==> config.mk <==
export PLATFORM = sky130hd
export DESIGN_NAME = uart_tx
export DESIGN_NICKNAME = d
export VERILOG_FILES = /design/src/rtl/uart_tx.sv
export SDC_FILE = /design/constraint.sdc
export NUM_CORES = 1
export LEC_CHECK = 0
export CAP_MARGIN = 30
export CELL_PAD_IN_SITES_DETAIL_PLACEMENT = 2
export CELL_PAD_IN_SITES_GLOBAL_PLACEMENT = 2
export CORE_ASPECT_RATIO = 1.1
export CORE_MARGIN = 3
export CORE_UTILIZATION = 35
export DETAILED_ROUTE_END_ITERATION = 8
export PLACE_DENSITY = 0.91
export SETUP_SLACK_MARGIN = 0.1
export SYNTH_ARGS = -nofsm -noshare
export SYNTH_HDL_FRONTEND = slang
export SYNTH_SLANG_ARGS = --single-unit
==> constraint.sdc <==
create_clock -name CLK -period 7.1 [get_ports CLK]
set_input_delay 1.775 -clock CLK [delete_from_list [all_inputs] [get_ports CLK]]
set_output_delay 1.775 -clock CLK [all_outputs]
set_load 0.05 [all_outputs]
==> src/rtl/uart_tx.sv <==
// uart_tx: 8-bit serial transmitter, LSB first, with optional even/odd parity
// and a programmable bit period.
//
// Ports
//   CLK        in   1  clock, all state updates on the rising edge
//   RST        in   1  synchronous active-low reset
//   P_DATA     in   8  byte to transmit
//   Data_Valid in   1  transmit request, honoured only while idle
//   PAR_EN     in   1  1 inserts a parity bit between data and stop
//   PAR_TYP    in   1  0 even parity, 1 odd parity
//   prescale   in   4  clock cycles per serial bit, 0 means 16
//   TX_OUT     out  1  serial line, idles high, straight from a flop
//   busy       out  1  high from frame acceptance until the stop bit ends
module uart_tx (
    input  logic       CLK,
    input  logic       RST,
    input  logic [7:0] P_DATA,
    input  logic       Data_Valid,
    input  logic       PAR_EN,
    input  logic       PAR_TYP,
    input  logic [3:0] prescale,
    output logic       TX_OUT,
    output logic       busy
);

    typedef enum logic [2:0] {
        StIdle,
        StStart,
        StData,
        StParity,
        StStop
    } state_e;

    state_e     state_q, state_d;
    logic [4:0] cnt_q, cnt_d;       // cycles spent in the current bit
    logic [2:0] idx_q, idx_d;       // data bit being sent
    logic [4:0] period_q, period_d; // latched bit period, 1..16
    logic [7:0] data_q, data_d;
    logic       par_en_q, par_en_d;
    logic       par_typ_q, par_typ_d;
    logic       tx_q, tx_d;
    logic       busy_q, busy_d;

    logic       bit_done;
    logic       parity_bit;

    // Last cycle of the current bit; only meaningful outside idle, where
    // period_q is always at least 1.
    assign bit_done   = (cnt_q == (period_q - 5'd1));
    assign parity_bit = (^data_q) ^ par_typ_q;

    always_comb begin
        state_d   = state_q;
        cnt_d     = cnt_q;
        idx_d     = idx_q;
        period_d  = period_q;
        data_d    = data_q;
        par_en_d  = par_en_q;
        par_typ_d = par_typ_q;
        tx_d      = tx_q;
        busy_d    = busy_q;

        if (state_q != StIdle) begin
            cnt_d = bit_done ? 5'd0 : (cnt_q + 5'd1);
        end

        case (state_q)
            StIdle: begin
                tx_d   = 1'b1;
                busy_d = 1'b0;
                cnt_d  = 5'd0;
                idx_d  = 3'd0;
                if (Data_Valid) begin
                    // Configuration is captured here so mid-frame input
                    // changes cannot disturb the frame in flight.
                    data_d    = P_DATA;
                    par_en_d  = PAR_EN;
                    par_typ_d = PAR_TYP;
                    period_d  = (prescale == 4'd0) ? 5'd16 : {1'b0, prescale};
                    tx_d      = 1'b0;
                    busy_d    = 1'b1;
                    state_d   = StStart;
                end
            end
            StStart: begin
                if (bit_done) begin
                    state_d = StData;
                    idx_d   = 3'd0;
                    tx_d    = data_q[0];
                end
            end
            StData: begin
                if (bit_done) begin
                    if (idx_q == 3'd7) begin
                        if (par_en_q) begin
                            state_d = StParity;
                            tx_d    = parity_bit;
                        end else begin
                            state_d = StStop;
                            tx_d    = 1'b1;
                        end
                    end else begin
                        idx_d = idx_q + 3'd1;
                        tx_d  = data_q[idx_q + 3'd1];
                    end
                end
            end
            StParity: begin
                if (bit_done) begin
                    state_d = StStop;
                    tx_d    = 1'b1;
                end
            end
            StStop: begin
                if (bit_done) begin
                    state_d = StIdle;
                    tx_d    = 1'b1;
                    busy_d  = 1'b0;
                    cnt_d   = 5'd0;
                end
            end
            default: begin
                state_d = StIdle;
                tx_d    = 1'b1;
                busy_d  = 1'b0;
                cnt_d   = 5'd0;
                idx_d   = 3'd0;
            end
        endcase
    end

    always_ff @(posedge CLK) begin
        if (!RST) begin
            state_q   <= StIdle;
            cnt_q     <= 5'd0;
            idx_q     <= 3'd0;
            period_q  <= 5'd0;
            data_q    <= 8'd0;
            par_en_q  <= 1'b0;
            par_typ_q <= 1'b0;
            tx_q      <= 1'b1;
            busy_q    <= 1'b0;
        end else begin
            state_q   <= state_d;
            cnt_q     <= cnt_d;
            idx_q     <= idx_d;
            period_q  <= period_d;
            data_q    <= data_d;
            par_en_q  <= par_en_d;
            par_typ_q <= par_typ_d;
            tx_q      <= tx_d;
            busy_q    <= busy_d;
        end
    end

    assign TX_OUT = tx_q;
    assign busy   = busy_q;

endmodule

Yosys cells after proc, flatten, opt, wreduce, memory -nomap -nowiden
Index checks and enable logic that the tools add are counted.
- bits in registers: 28
- input port bits: 17
- word-level logic and storage cells: 69
- $add $sub $neg: 3
- magnitude comparators: 1
- equal/unequal tests: 14
- mux-type cells: 28
- bitwise operators: 3
- reduce and logical (&&, ||, !) cells: 11
- operator list (kind ; count):
    $mux W3 ; 9
    $mux W5 ; 4
    $pmux W3 S5 ; 1
    $ne A2 B2 Y1 const B ; 7
    $pmux W5 S2 ; 1
    $mux W1 ; 9
    $pmux W3 S3 ; 1
    $reduce_xor A8 Y1 ; 1
    $eq A3 B2 Y1 const B ; 2
    $eq A3 B3 Y1 const B ; 2
    $reduce_and A6 Y1 ; 1
    $add A5 B1 Y5 const B ; 1
    $eq A5 B5 Y1 ; 1
    $sub A5 B1 Y5 const B ; 1
    $logic_not A4 Y1 ; 1
    $lt A3 B4 Y1 const B ; 1
    $pmux W1 S4 ; 1
    $reduce_and A2 Y1 ; 2
    $reduce_and A4 Y1 ; 1
    $add A3 B1 Y3 const B ; 1
    $bmux W1 S3 ; 1
    $eq A3 B1 Y1 const B ; 1
    $logic_not A3 Y1 ; 1
    $pmux W1 S3 ; 1
    7 further kinds ; 8

Logic depth before layout (Yosys ltp)
- depth after elaboration: 6
- depth in mapped cells: 7
- mapped depth without buffers: 7

Worst setup path before layout
OpenSTA, ideal clock, no wires.
- path kind: input to register
- start: in RST
- end: reg tx_q (netlist: TX_OUT)
- data arrival time: 2.670 ns
- slack: 4.310 ns
- cell stages on the path: 3
- path buffers: 1
- cells stage by stage: dlygate4sd3_1 > nand4b_1 > o31a_1
- RTL lines (item ; RTL line ; source):
    from (decl) ; 16 ; input logic RST,
    to (signal assigned) ; 151 ; tx_q <= tx_d;
    to (decl) ; 41 ; logic tx_q, tx_d;

==> summary.txt <==
Status
  • Status: finished clean

Synth
  • Post-synthesis cell type count: 41
  • Synth Net Count: 198
  • EDFF count, synth: 0
  • Top cells by count, synth: nand2_1 (37), dfxtp_1 (28), a21oi_1 (20), nor2_1 (11), xnor2_1 (11)
  • Post-synthesis register bit count: 28
  • Post-synth ARST share: 0
  • Mean Syn Cell Area: 8.64 sq um
  • Register area share after synthesis: 0.367
  • Leading area contributor after synthesis: dfxtp_1
  • Cells after synthesis: 177
  • Most common cell in the netlist: nand2_1
  • Top-area cell type share of the netlist area: 0.367
  • Synth area leaders: dfxtp_1 (37%), nand2_1 (9.1%), a21oi_1 (6.5%), xnor2_1 (6.3%), mux4_1 (3.4%)
  • Synth warn: 0
  • Cell Area, Synth: 1530 sq um
  • Main synth FF type: dfxtp_1

Final layout
  • Number of diodes: 0
  • Area occupied by multi-input gates: 890 sq um
  • Fillcell total: 477
  • Layout area overhead: 16.0%
  • Register area: 561 sq um
  • Layout cells sized above 1: 0.0737
  • Final Util: 0.434
  • # nets final: 212

Critical path
  • Worst setup EP type: flop
  • Kind of critical path: in2reg
  • CP Launch Point: RST
  • Crit path to: TX_OUT$_SDFFE_PN1P_
  • Reg2reg path depth: 5
  • Worst Path Arrival: 3.58 ns
  • Nature of the critical path startpoint: primary input
  • End of the worst register-to-register path: TX_OUT$_SDFFE_PN1P_
  • Origin of the critical flop-to-flop path: idx_q[0]$_SDFFE_PN0P_
  • Peak fanout along the critical path: 20
  • Reg2Reg Setup Slack: 4.68 ns
  • Worst EP required: 7.28 ns

Timing
  • Tightest Pin Transition: 0.696 ns
  • Period minus WS final: 3.41 ns
  • Setup-failing EPs final: 0
  • Fmax: 294 MHz
  • Period utilization: 0.480
  • Clock skew: 0.00810 ns
  • Final Slew Violations: 0
  • Setup TNS: 0 ns
  • Unrepaired setup endpoints after global routing: false
  • Final Hold Viols: 0
  • Rel. slew slack: 0.533

Routing
  • Drt drc: 0
  • Post-DRT Antenna Nets: 0
  • Routed wl met2: 2450 um
  • Via/cell ratio: 5.52
  • Wire length on met3: 131 um
  • Top Layer Used: met4
  • DR iter-0 viols: 107
  • Post-Route WL: 4390 um
  • Routed len/inst: 18.1 um
  • DR pass1 iterations: 4
  • Wire length on met1: 1770 um
  • Total number of vias: 1337

Pwr
  • Total power: 0.000397 W
  • Peak VDD IR: 97.4 uV
  • Cell area power density: 224 nW/um^2
  • Static leakage: 0.670 nW

GRT
  • Global-route wire length before repair: 7510 um
  • Initial antenna violation count: 0
  • Grt ovf: 0
  • Largest net degree at the start of global routing: 21
  • Vias in the first global route: 1516
  • GRT Overall Usage: 0.181

Clock tree
  • Hold buffers post-CTS: 0
  • CTS resizes: 0
  • CTS tree: done
  • Root buf cell: clkbuf_8
  • Worst skew pair latency: 0.27 ns
  • Setup bufs post-CTS: 0
  • CTS Buffer Depth: 2
  • CTS buffer count: 3
  • Clk pin slew, worst setup/hold paths: 0.10 ns
  • # H-tree levels: 1
  • TritonCTS Sinks: 28

Floorplanning
  • Core area: 4080 sq um
  • I/O pins: 19
  • DIE WIDTH: 69.0 um
  • Initial Util: 0.374
  • Rows: 24
  • DIE AREA: 5200 sq um
  • Chip Height: 75.3 um

Placement
  • Routability cong.: 0.904
  • I/O Buffers: 18
  • Post-DP HPWL: 3350 um

Run
  • Max Cap Violations: 0

Hold path
  • Worst min path class: reg2reg
[cells by family after synthesis]
kind of cell    share of synthesized area
flops                               0.367
fa+ha+maj                          0.0327
simple gates                        0.201
mux                                0.0687
buf+inv                            0.0516
xor+xnor                            0.112
compound gates                      0.168
[state kept, by name, summed over array words and instances, names as in the netlist]
signal	flops
idx_q	3
par_typ_q	1
cnt_q	5
data_q	8
busy	1
period_q	5
par_en_q	1
TX_OUT	1
state_q	3
[final cells by class]
| type | instances | area share |
|---|---|---|
| clock buffers | 4 | 0.0311 |
| inverters | 4 | 0.00847 |
| multi-input cells | 135 | 0.502 |
| flip-flops and latches | 28 | 0.316 |
| well taps | 52 | 0.0367 |
| repair buffers | 19 | 0.106 |
[power breakdown]
part	internal (W)	total, W	switching [W]
registers	0.000169	0.000186	0.0000165
logic	0.0000528	0.000112	0.0000589
clock network	0.0000496	0.0000996	0.0000499
total	0.000272	0.000397	0.000125
[stage by stage]
step	hold WS (ns)	instance area, sq um	worst slack [ns]	std cells
4_1_cts	0.487	1770	3.65	241
3_5_place_dp	0.473	1710	3.39	237
2_1_floorplan	0.438	1530	4.31	177
5_1_grt	0.523	1770	3.61	242
3_3_place_gp	0.448	1710	3.51	237
6_report	0.478	1770	3.69	242
[cell usage in the layout, fill, tap and decap left out, drive strengths merged, types with 2 or more instances in the layout]
| cell | synthesis | layout |
|---|---|---|
| nand2 | 37 | 37 |
| dfxtp | 28 | 28 |
| a21oi | 20 | 20 |
| clkdlybuf4s50 | 0 | 18 |
| xnor2 | 11 | 11 |
| nor2 | 11 | 11 |
| nand3 | 9 | 9 |
| xor2 | 6 | 6 |
| inv | 4 | 4 |
| o21ai | 4 | 4 |
| ha | 4 | 4 |
| clkbuf | 5 | 4 |
| mux2i | 3 | 3 |
| o31ai | 2 | 2 |
| o31a | 2 | 2 |
| or2 | 2 | 2 |
| mux4 | 2 | 2 |
| mux2 | 2 | 2 |
[critical path: stages]
cell             delay [ns]
clkdlybuf4s50_1        0.68
inv_1                  0.40
a2111o_1               0.45
o31a_1                 0.27
[routing by layer]
metal  vias up  track usage
met5         -            0
met4         0       0.0564
met3         4       0.0185
met2        29        0.367
met1       668        0.201
li1        636            -
[worst min path at each step]
stage,start,endpoint,cells past startpoint
6_report,idx_q[2]$_SDFFE_PN0P_,idx_q[2]$_SDFFE_PN0P_,2
5_1_grt,idx_q[2]$_SDFFE_PN0P_,idx_q[2]$_SDFFE_PN0P_,2
4_1_cts,idx_q[2]$_SDFFE_PN0P_,idx_q[2]$_SDFFE_PN0P_,2
3_5_place_dp,idx_q[2]$_SDFFE_PN0P_,idx_q[2]$_SDFFE_PN0P_,2
3_3_place_gp,idx_q[1]$_SDFFE_PN0P_,idx_q[1]$_SDFFE_PN0P_,2
2_1_floorplan,idx_q[1]$_SDFFE_PN0P_,idx_q[1]$_SDFFE_PN0P_,2
(Power assumes the default switching activity.)
